$ cat config.mk
export PLATFORM = sky130hd
export DESIGN_NAME = t07_fpu_sequencer
export DESIGN_NICKNAME = d
export VERILOG_FILES = /design/src/rtl/t07_fpu_sequencer.sv
export SDC_FILE = /design/constraint.sdc
export NUM_CORES = 1
export LEC_CHECK = 0
export BUFFER_PORTS_ARGS = -buffer_cell sky130_fd_sc_hd__clkbuf_2
export CAP_MARGIN = 20
export CORE_ASPECT_RATIO = 0.9
export CORE_MARGIN = 3
export CORE_UTILIZATION = 31
export DETAILED_ROUTE_END_ITERATION = 12
export GPL_ROUTABILITY_DRIVEN = 0
export GPL_TIMING_DRIVEN = 0
export HOLD_SLACK_MARGIN = 0.02
export SKIP_CTS_REPAIR_TIMING = 1
export SLEW_MARGIN = 20
export SYNTH_ARGS = -nofsm -noshare
export SYNTH_HDL_FRONTEND = slang
export SYNTH_SLANG_ARGS = --single-unit
$ cat constraint.sdc
create_clock -name clk -period 19.1 [get_ports clk]
set_input_delay 5.73 -clock clk [delete_from_list [all_inputs] [get_ports clk]]
set_output_delay 5.73 -clock clk [all_outputs]
set_load 0.01 [all_outputs]
$ cat src/rtl/t07_fpu_sequencer.sv
// Issue-side FPU controller: accepts one request at a time, drives the FPU inputs,
// waits out multi-cycle busy (with timeout), returns the result and owns fcsr.
module t07_fpu_sequencer #(
  parameter int unsigned TIMEOUT = 64,
  parameter logic [4:0]  IDLE_OP = 5'd31
) (
  input  logic        clk,
  input  logic        rst,
  input  logic        req_valid,
  output logic        req_ready,
  input  logic [4:0]  req_op,
  input  logic [31:0] req_a,
  input  logic [31:0] req_b,
  input  logic [31:0] req_c,
  input  logic [4:0]  req_rd,
  output logic        rsp_valid,
  input  logic        rsp_ready,
  output logic [31:0] rsp_result,
  output logic [4:0]  rsp_rd,
  output logic        rsp_timeout,
  output logic [4:0]  fpu_op,
  output logic [31:0] fpu_a,
  output logic [31:0] fpu_b,
  output logic [31:0] fpu_c,
  output logic [31:0] fpu_fcsr,
  input  logic [31:0] fpu_result,
  input  logic        fpu_busy,
  input  logic        fpu_overflow,
  input  logic        csr_we,
  input  logic [7:0]  csr_wdata
);

  localparam int unsigned    CW       = $clog2(TIMEOUT);
  localparam logic [CW-1:0]  CNT_LAST = CW'(TIMEOUT - 1);

  typedef enum logic [1:0] {
    S_IDLE,
    S_ISSUE,
    S_WAIT,
    S_RESP
  } state_t;

  state_t        state_q, state_d;
  logic [4:0]    op_q, op_d;
  logic [31:0]   a_q, a_d, b_q, b_d, c_q, c_d;
  logic [4:0]    rsp_rd_q, rsp_rd_d;
  logic [4:0]    fpu_op_q, fpu_op_d;
  logic          rsp_valid_q, rsp_valid_d;
  logic [31:0]   rsp_result_q, rsp_result_d;
  logic          rsp_timeout_q, rsp_timeout_d;
  logic [CW-1:0] cnt_q, cnt_d;
  logic [2:0]    frm_q, frm_d;
  logic [4:0]    fflags_q, fflags_d;
  logic [4:0]    flags_set;
  logic          capture;

  always_comb begin
    state_d       = state_q;
    op_d          = op_q;
    a_d           = a_q;
    b_d           = b_q;
    c_d           = c_q;
    rsp_rd_d      = rsp_rd_q;
    fpu_op_d      = fpu_op_q;
    rsp_valid_d   = rsp_valid_q;
    rsp_result_d  = rsp_result_q;
    rsp_timeout_d = rsp_timeout_q;
    cnt_d         = cnt_q;
    flags_set     = '0;
    capture       = 1'b0;

    case (state_q)
      S_IDLE: begin
        if (req_valid) begin
          op_d     = req_op;
          a_d      = req_a;
          b_d      = req_b;
          c_d      = req_c;
          rsp_rd_d = req_rd;
          // Divide-by-zero is answered locally; the FPU never sees the op.
          if (req_op == 5'd7 && req_b == '0) begin
            state_d       = S_RESP;
            rsp_valid_d   = 1'b1;
            rsp_result_d  = '0;
            rsp_timeout_d = 1'b0;
            flags_set[3]  = 1'b1;
          end else begin
            state_d  = S_ISSUE;
            fpu_op_d = req_op;
          end
        end
      end
      S_ISSUE: begin
        if (!fpu_busy) begin
          capture = 1'b1;
        end else begin
          state_d = S_WAIT;
          cnt_d   = '0;
        end
      end
      S_WAIT: begin
        // A busy drop on the final count still counts as a normal completion.
        if (!fpu_busy) begin
          capture = 1'b1;
        end else if (cnt_q == CNT_LAST) begin
          state_d       = S_RESP;
          fpu_op_d      = IDLE_OP;
          rsp_valid_d   = 1'b1;
          rsp_result_d  = '0;
          rsp_timeout_d = 1'b1;
          flags_set[4]  = 1'b1;
        end else begin
          cnt_d = cnt_q + 1'b1;
        end
      end
      S_RESP: begin
        if (rsp_ready) begin
          state_d     = S_IDLE;
          rsp_valid_d = 1'b0;
        end
      end
      default: state_d = S_IDLE;
    endcase

    if (capture) begin
      state_d       = S_RESP;
      fpu_op_d      = IDLE_OP;
      rsp_valid_d   = 1'b1;
      rsp_result_d  = fpu_result;
      rsp_timeout_d = 1'b0;
      if ((op_q == 5'd21 || op_q == 5'd22) && fpu_overflow) flags_set[2] = 1'b1;
    end

    // Flags raised on a CSR-write edge are merged into the written value.
    fflags_d = (csr_we ? csr_wdata[4:0] : fflags_q) | flags_set;
    frm_d    = csr_we ? csr_wdata[7:5] : frm_q;
  end

  always_ff @(posedge clk or posedge rst) begin
    if (rst) begin
      state_q       <= S_IDLE;
      op_q          <= '0;
      a_q           <= '0;
      b_q           <= '0;
      c_q           <= '0;
      rsp_rd_q      <= '0;
      fpu_op_q      <= IDLE_OP;
      rsp_valid_q   <= 1'b0;
      rsp_result_q  <= '0;
      rsp_timeout_q <= 1'b0;
      cnt_q         <= '0;
      frm_q         <= '0;
      fflags_q      <= '0;
    end else begin
      state_q       <= state_d;
      op_q          <= op_d;
      a_q           <= a_d;
      b_q           <= b_d;
      c_q           <= c_d;
      rsp_rd_q      <= rsp_rd_d;
      fpu_op_q      <= fpu_op_d;
      rsp_valid_q   <= rsp_valid_d;
      rsp_result_q  <= rsp_result_d;
      rsp_timeout_q <= rsp_timeout_d;
      cnt_q         <= cnt_d;
      frm_q         <= frm_d;
      fflags_q      <= fflags_d;
    end
  end

  assign req_ready   = (state_q == S_IDLE);
  assign rsp_valid   = rsp_valid_q;
  assign rsp_result  = rsp_result_q;
  assign rsp_rd      = rsp_rd_q;
  assign rsp_timeout = rsp_timeout_q;
  assign fpu_op      = fpu_op_q;
  assign fpu_a       = a_q;
  assign fpu_b       = b_q;
  assign fpu_c       = c_q;
  assign fpu_fcsr    = {24'b0, frm_q, fflags_q};

endmodule
==> out/metrics.cfg, run 1 <==
[floorplan]
die_y_um = 143.9
dieArea_mm2 = 0.02291
ios = 326
core_mm2 = 0.02035
std_cell_rows = 49
initial_core_util_pct = 32.18
die_width_um = 159.2

[job]
max_cap_viol_count = 0

[power]
seq_power_share_pct = 37.8
combinationalPowerShare_pct = 38.9
power_density_mw_per_mm2 = 167.4
p_sw_mw = 0.5215
leakagePower_nw = 4.598
irDropWorstVdd_mv = 0.07146
clock_power_share_pct = 23.2
cellInternalPower_mw = 1.006
swShare_pct = 34.14

[logic_synthesis]
seq_area_frac_synth_pct = 61.60
yosys.area.top_type = dfrtp_1
synth_cells = 452
async_reset_ff_share_pct = 100.0
synth.top_cell.area_share_pct = 59.60
ys_types = 39
yosysWarnings = 0
synth-edff-count = 0
synth_area_leaders = dfrtp_1 60%, mux2_2 19%, a22o_1 4.1%, buf_4 3.1%, dfstp_2 2.0%
synth.cells.most_frequent = 156 x dfrtp_1, 112 x mux2_2, 31 x a22o_1, 27 x buf_4, 16 x clkbuf_1
yosysMostFrequentCell = dfrtp_1
syn_area_mm2 = 0.006550
synth-main-ff-cell = dfrtp_1
avgSynthCellArea_um2 = 14.49
ys_ff_latch = 161

[sta]
finalClockSkew_ns = 0.01392
fmax_ghz = 0.1359
setup_slack_ns = 11.74
worstMarginPinSlew_ns = 0.6373
min_period_ns = 7.357
rsz0062_at_grt = no
period_share_pct = 38.52
slew_headroom_pct = 57.51
hold_viol_final = 0
slew_viol_final = 0
setup_tns_ns = 0
finalSetupViolations = 0

[clock_tree]
cts_inserted_buffers = 17
clk_path_buf_depth = 2
cts.sinks = 161
clkLatencyLatePin_ns = 0.42
cts_tree = done
htree_levels = 4
root_buffer = clkbuf_16
path_clk_slew_ns = 0.06

[routing]
vias_per_cell = 4.468
via_count = 4852
drt_pass1_iterations = 4
drt_wl_total_mm = 17.90
first_iter_violations = 175
drc = 0
detail-route-antenna-nets = 0
wl_per_cell_um = 16.48

[global_routing]
grt_pass1_vias = 4967
grt_max_degree = 85
grt_pass1_wl_mm = 27.97
grt_overflow = 0
track_usage_pct = 15.60
antenna_found_initial = 0

[setup_path]
path_class = in2reg
cp_max_fo = 10
end_kind = flip-flop
crit_required_ns = 19.40
crit_arrival_ns = 7.66
critPathLaunchType = input port

[finish]
fillCellCount = 1939
regArea_mm2 = 0.004035
fin_nets = 955
antennaDiodeCount = 0
multi_input_area_mm2 = 0.002271
area_growth_pct = 39.29
drive_gt1_share_pct = 60.17

[placement]
pre_cts_ws_ns = 11.22
port_buffers = 300
dpl.hpwl_mm = 13.80

[worst_hold_path]
min_path_type = reg2reg

[outcome]
status = completed

cells in the final DEF, fill, tap and decap left out, drive strengths merged:
master	count
a41oi	1
a21oi	7
o31a	1
conb	24
mux2	112
and4	1
mux2i	6
dfrtp	156
o31ai	1
and3	1
a22o	33
dfstp	5
ha	7
o21ai	9
a21o	1
a211oi	1
o22ai	2
clkinvlp	4
or3	3
nor3	6
o32a	2
bufinv	3
buf	31
xnor2	1
and2	1
nor2	2
clkbuf	333
a31oi	5
nor2b	1
nand4	2
nand4b	2
nor4	8
o22a	3
o221a	1
nand2	10
inv	15
nand3	5
cell families after synthesis:
| group | count (synthesis) | synth area share, % |
|---|---|---|
| mux | 118 | 20.17 |
| buf+inv | 55 | 5.043 |
| other cells | 1 | 0.05725 |
| flops | 161 | 61.60 |
| fa+ha+maj | 7 | 1.337 |
| compound gates | 67 | 8.119 |
| xor+xnor | 1 | 0.1337 |
| simple gates | 42 | 3.534 |
layer usage:
layer / up-vias / global-route usage (%) / routed length (µm)
li1: 2273 / - / -
met1: 2362 / 18.90 / 7464
met2: 203 / 26.04 / 8792
met3: 14 / 6.225 / 1480
met4: 0 / 4.422 / 163
met5: - / 0 / 0
state kept, by name, indices dropped and copies added (netlist names):
register / cells
fpu_a: 32
fpu_b: 32
fpu_c: 32
rsp_result: 32
cnt_q: 6
fflags_q: 5
fpu_op: 5
op_q: 5
rsp_rd: 5
frm_q: 3
state_q: 2
rsp_timeout: 1
rsp_valid: 1
critical path, stage by stage:
cell,delay [ns]
clkbuf_2,0.10
nand2_1,0.37
clkbuf_1,0.53
clkbuf_1,0.51
mux2_2,0.40
power by group through the flow:
stage	logic (mW)	clock network, mW	registers, mW
global route	0.652	0.382	0.599
floorplan	0.292	0	0.647
global placement	0.598	0	0.580
detailed placement	0.607	0	0.583
CTS	0.608	0.366	0.579
finish	0.595	0.355	0.578
worst paths after layout:
path / from / end / slack (ns) / cells after the start
max reg2reg: state_q[0] / fpu_a[7] / 16.35 / 6
min: rsp_result[8] / rsp_result[8] / 0.50 / 1
max: req_valid / fpu_a[7] / 11.74 / 5
max in group asynchronous: rst / frm_q[0] / 12.90 / 3
min reg2reg: rsp_result[8] / rsp_result[8] / 0.50 / 1
min in group asynchronous: rst / fpu_c[19] / 5.38 / 2
stage by stage:
| stage | instances | utilization, % | total power [mW] | hold WS, ns | cell area [µm²] |
|---|---|---|---|---|---|
| 2_1_floorplan | 475 | - | 0.9383 | 0.4699 | 6636 |
| 3_3_place_gp | 1055 | 41.70 | 1.178 | 0.4840 | 8488 |
| 3_5_place_dp | 1056 | 41.87 | 1.189 | 0.4811 | 8523 |
| 4_1_cts | 1086 | 44.82 | 1.553 | 0.5037 | 9124 |
| 5_1_grt | 1086 | 44.82 | 1.633 | 0.5087 | 9124 |
| 6_report | 1086 | 44.82 | 1.528 | 0.4969 | 9124 |
layout make-up:
class | count | area share (%)
buffer | 46 | 3.250
clock buffer | 17 | 4.663
clock inverter | 13 | 1.920
inverter | 9 | 0.4526
multi-input combinational | 259 | 24.89
sequential | 161 | 44.23
tap | 280 | 3.840
timing repair buffer | 301 | 16.76
Note: power is estimated with default switching activity, not from simulation.
==> run 2: changes to the inputs <==
==> constraint.sdc (replaced) <==
create_clock -name clk -period 6.05 [get_ports clk]
set_input_delay 1.815 -clock clk [delete_from_list [all_inputs] [get_ports clk]]
set_output_delay 1.815 -clock clk [all_outputs]
set_load 0.01 [all_outputs]
==> out/metrics.cfg, run 2 (synthesized netlist as in run 1, its figures left out) <==
[sta]
min_period_ns = 3.427
rsz0062_at_grt = no  ; unchanged
finalClockSkew_ns = 0.01565  ; was 0.01392 ns
worstMarginPinSlew_ns = 0.7667  ; was 0.6373 ns
setup_tns_ns = 0  ; unchanged
slew_viol_final = 0  ; unchanged
period_share_pct = 56.65
hold_viol_final = 0  ; unchanged
slew_headroom_pct = 48.89  ; was 57.51%
fmax_ghz = 0.2918
setup_slack_ns = 2.623  ; was 11.74 ns
finalSetupViolations = 0  ; unchanged

[clock_tree]
htree_levels = 4  ; unchanged
cts_inserted_buffers = 17  ; unchanged
clk_path_buf_depth = 2  ; unchanged
root_buffer = clkbuf_16  ; unchanged
cts_tree = done  ; unchanged
cts.sinks = 161  ; unchanged
clkLatencyLatePin_ns = 0.43  ; was 0.42 ns
path_clk_slew_ns = 0.07  ; was 0.06 ns

[finish]
regArea_mm2 = 0.004035  ; unchanged
antennaDiodeCount = 0  ; unchanged
layout_commonest_cell = clkbuf_2  ; unchanged
multi_input_area_mm2 = 0.002271  ; unchanged
fin_nets = 959  ; was 955
layout_common_cells = 300 x clkbuf_2, 156 x dfrtp_1, 112 x mux2_2, 31 x a22o_1, 27 x buf_4  ; unchanged
fillCellCount = 1953  ; was 1939
final_area_mm2 = 0.009195  ; was 0.009124 mm²
drive_gt1_share_pct = 60.34  ; was 60.17%
area_growth_pct = 40.38  ; was 39.29%

[routing]
detail-route-antenna-nets = 0  ; unchanged
wl_met2_mm = 8.705  ; was 8.792 mm
met1Wirelength_mm = 7.400  ; was 7.464 mm
dr_wl_met3_mm = 1.580  ; was 1.480 mm
vias_per_cell = 4.436  ; was 4.468
drc = 0  ; unchanged
drt_wl_total_mm = 17.97  ; was 17.90 mm
first_iter_violations = 156  ; was 175
top_layer_used = met4  ; unchanged
drt_pass1_iterations = 4  ; unchanged
wl_per_cell_um = 16.45  ; was 16.48 µm
via_count = 4844  ; was 4852

[setup_path]
r2r_cells = 6  ; unchanged
crit_arrival_ns = 3.73  ; was 7.66 ns
end_kind = flip-flop  ; unchanged
crit_required_ns = 6.35  ; was 19.40 ns
path_class = in2reg  ; unchanged
r2r-end = fpu_a[14]  ; was fpu_a[7]
critPathLaunchType = input port  ; unchanged
r2r_start = state_q[1]  ; was state_q[0]
cp_max_fo = 10  ; unchanged
r2r_slack_ns = 3.39  ; was 16.35 ns

[global_routing]
track_usage_pct = 15.65  ; was 15.60%
grt_pass1_vias = 5083  ; was 4967
grt_max_degree = 34  ; was 85
grt_pass1_wl_mm = 28.07  ; was 27.97 mm
grt_overflow = 0  ; unchanged
antenna_found_initial = 0  ; unchanged

[floorplan]
core_mm2 = 0.02035  ; unchanged
std_cell_rows = 49  ; unchanged
die_y_um = 143.9  ; unchanged
initial_core_util_pct = 32.18  ; unchanged
dieArea_mm2 = 0.02291  ; unchanged
ios = 326  ; unchanged
die_width_um = 159.2  ; unchanged

[outcome]
status = completed  ; unchanged

[power]
power_density_mw_per_mm2 = 524.4  ; was 167.4 mW/mm²
leakagePower_nw = 4.639  ; was 4.598 nW
irDropWorstVdd_mv = 0.2327  ; was 0.07146 mV

[placement]
placed_cell_area_mm2 = 0.008592  ; was 0.008523 mm²
port_buffers = 300  ; unchanged
pre_cts_ws_ns = 2.166  ; was 11.22 ns
dpl.hpwl_mm = 13.77  ; was 13.80 mm

[job]
max_cap_viol_count = 0  ; unchanged

[worst_hold_path]
worstHoldStart = rsp_result[23]  ; was rsp_result[8]
hold_end = rsp_result[23]  ; was rsp_result[8]
whs_path_depth = 1  ; unchanged
min_path_type = reg2reg  ; unchanged

## run 2: area by class of cell
class	count	area share, %
clock inverters	14	1.891
inverters	9	0.4082
flip-flops and latches	161	43.88
well taps	280	3.810
plain buffers	46	3.225
multi-input cells	259	24.70
repair buffers	305	17.42
clock buffers	18	4.667
## run 2: stage by stage
step                      hold WS (ns)  total power, mW  std cells  util (%)
after floorplan                 0.4699            2.962        475         -
after global placement          0.4786            3.717       1055     41.72
after detailed placement        0.4812            3.762       1060     42.21
after CTS                       0.5041            4.912       1092     45.17
after global routing            0.5126            5.138       1092     45.17
final                           0.4990            4.822       1092     45.17
## run 2: how the worst max path moves through the flow
stage | cells after the start | endpoint | start | slack (ns)
after global placement | 2 | fpu_a[19] | rst | 1.05
after CTS | 5 | fpu_a[14] | req_valid | 2.61
after global routing | 5 | fpu_a[12] | req_valid | 2.56
after floorplan | 1 | cnt_q[0] | rst | 2.20
after detailed placement | 5 | fpu_a[14] | req_valid | 2.17
final | 7 | rsp_result[26] | req_b[7] | 2.62
## run 2: worst max-delay path: stages
cell      delay [ns]
clkbuf_2        0.09
nor4_1          0.41
nand4_1         0.29
or3_4           0.49
a21o_4          0.28
buf_6           0.15
a22o_1          0.19
## run 2: metal layers
metal,vias up,global-route usage [%]
met5,-,0
met4,0,5.021
met3,17,6.052
met2,201,26.29
met1,2342,18.72
li1,2284,-
## run 2: where the power goes
part	total (mW)	switching [mW]	internal, mW
clock	1.11	0.489	0.626
sequential	1.83	0.253	1.57
combinational	1.88	0.928	0.952
total	4.82	1.67	3.15
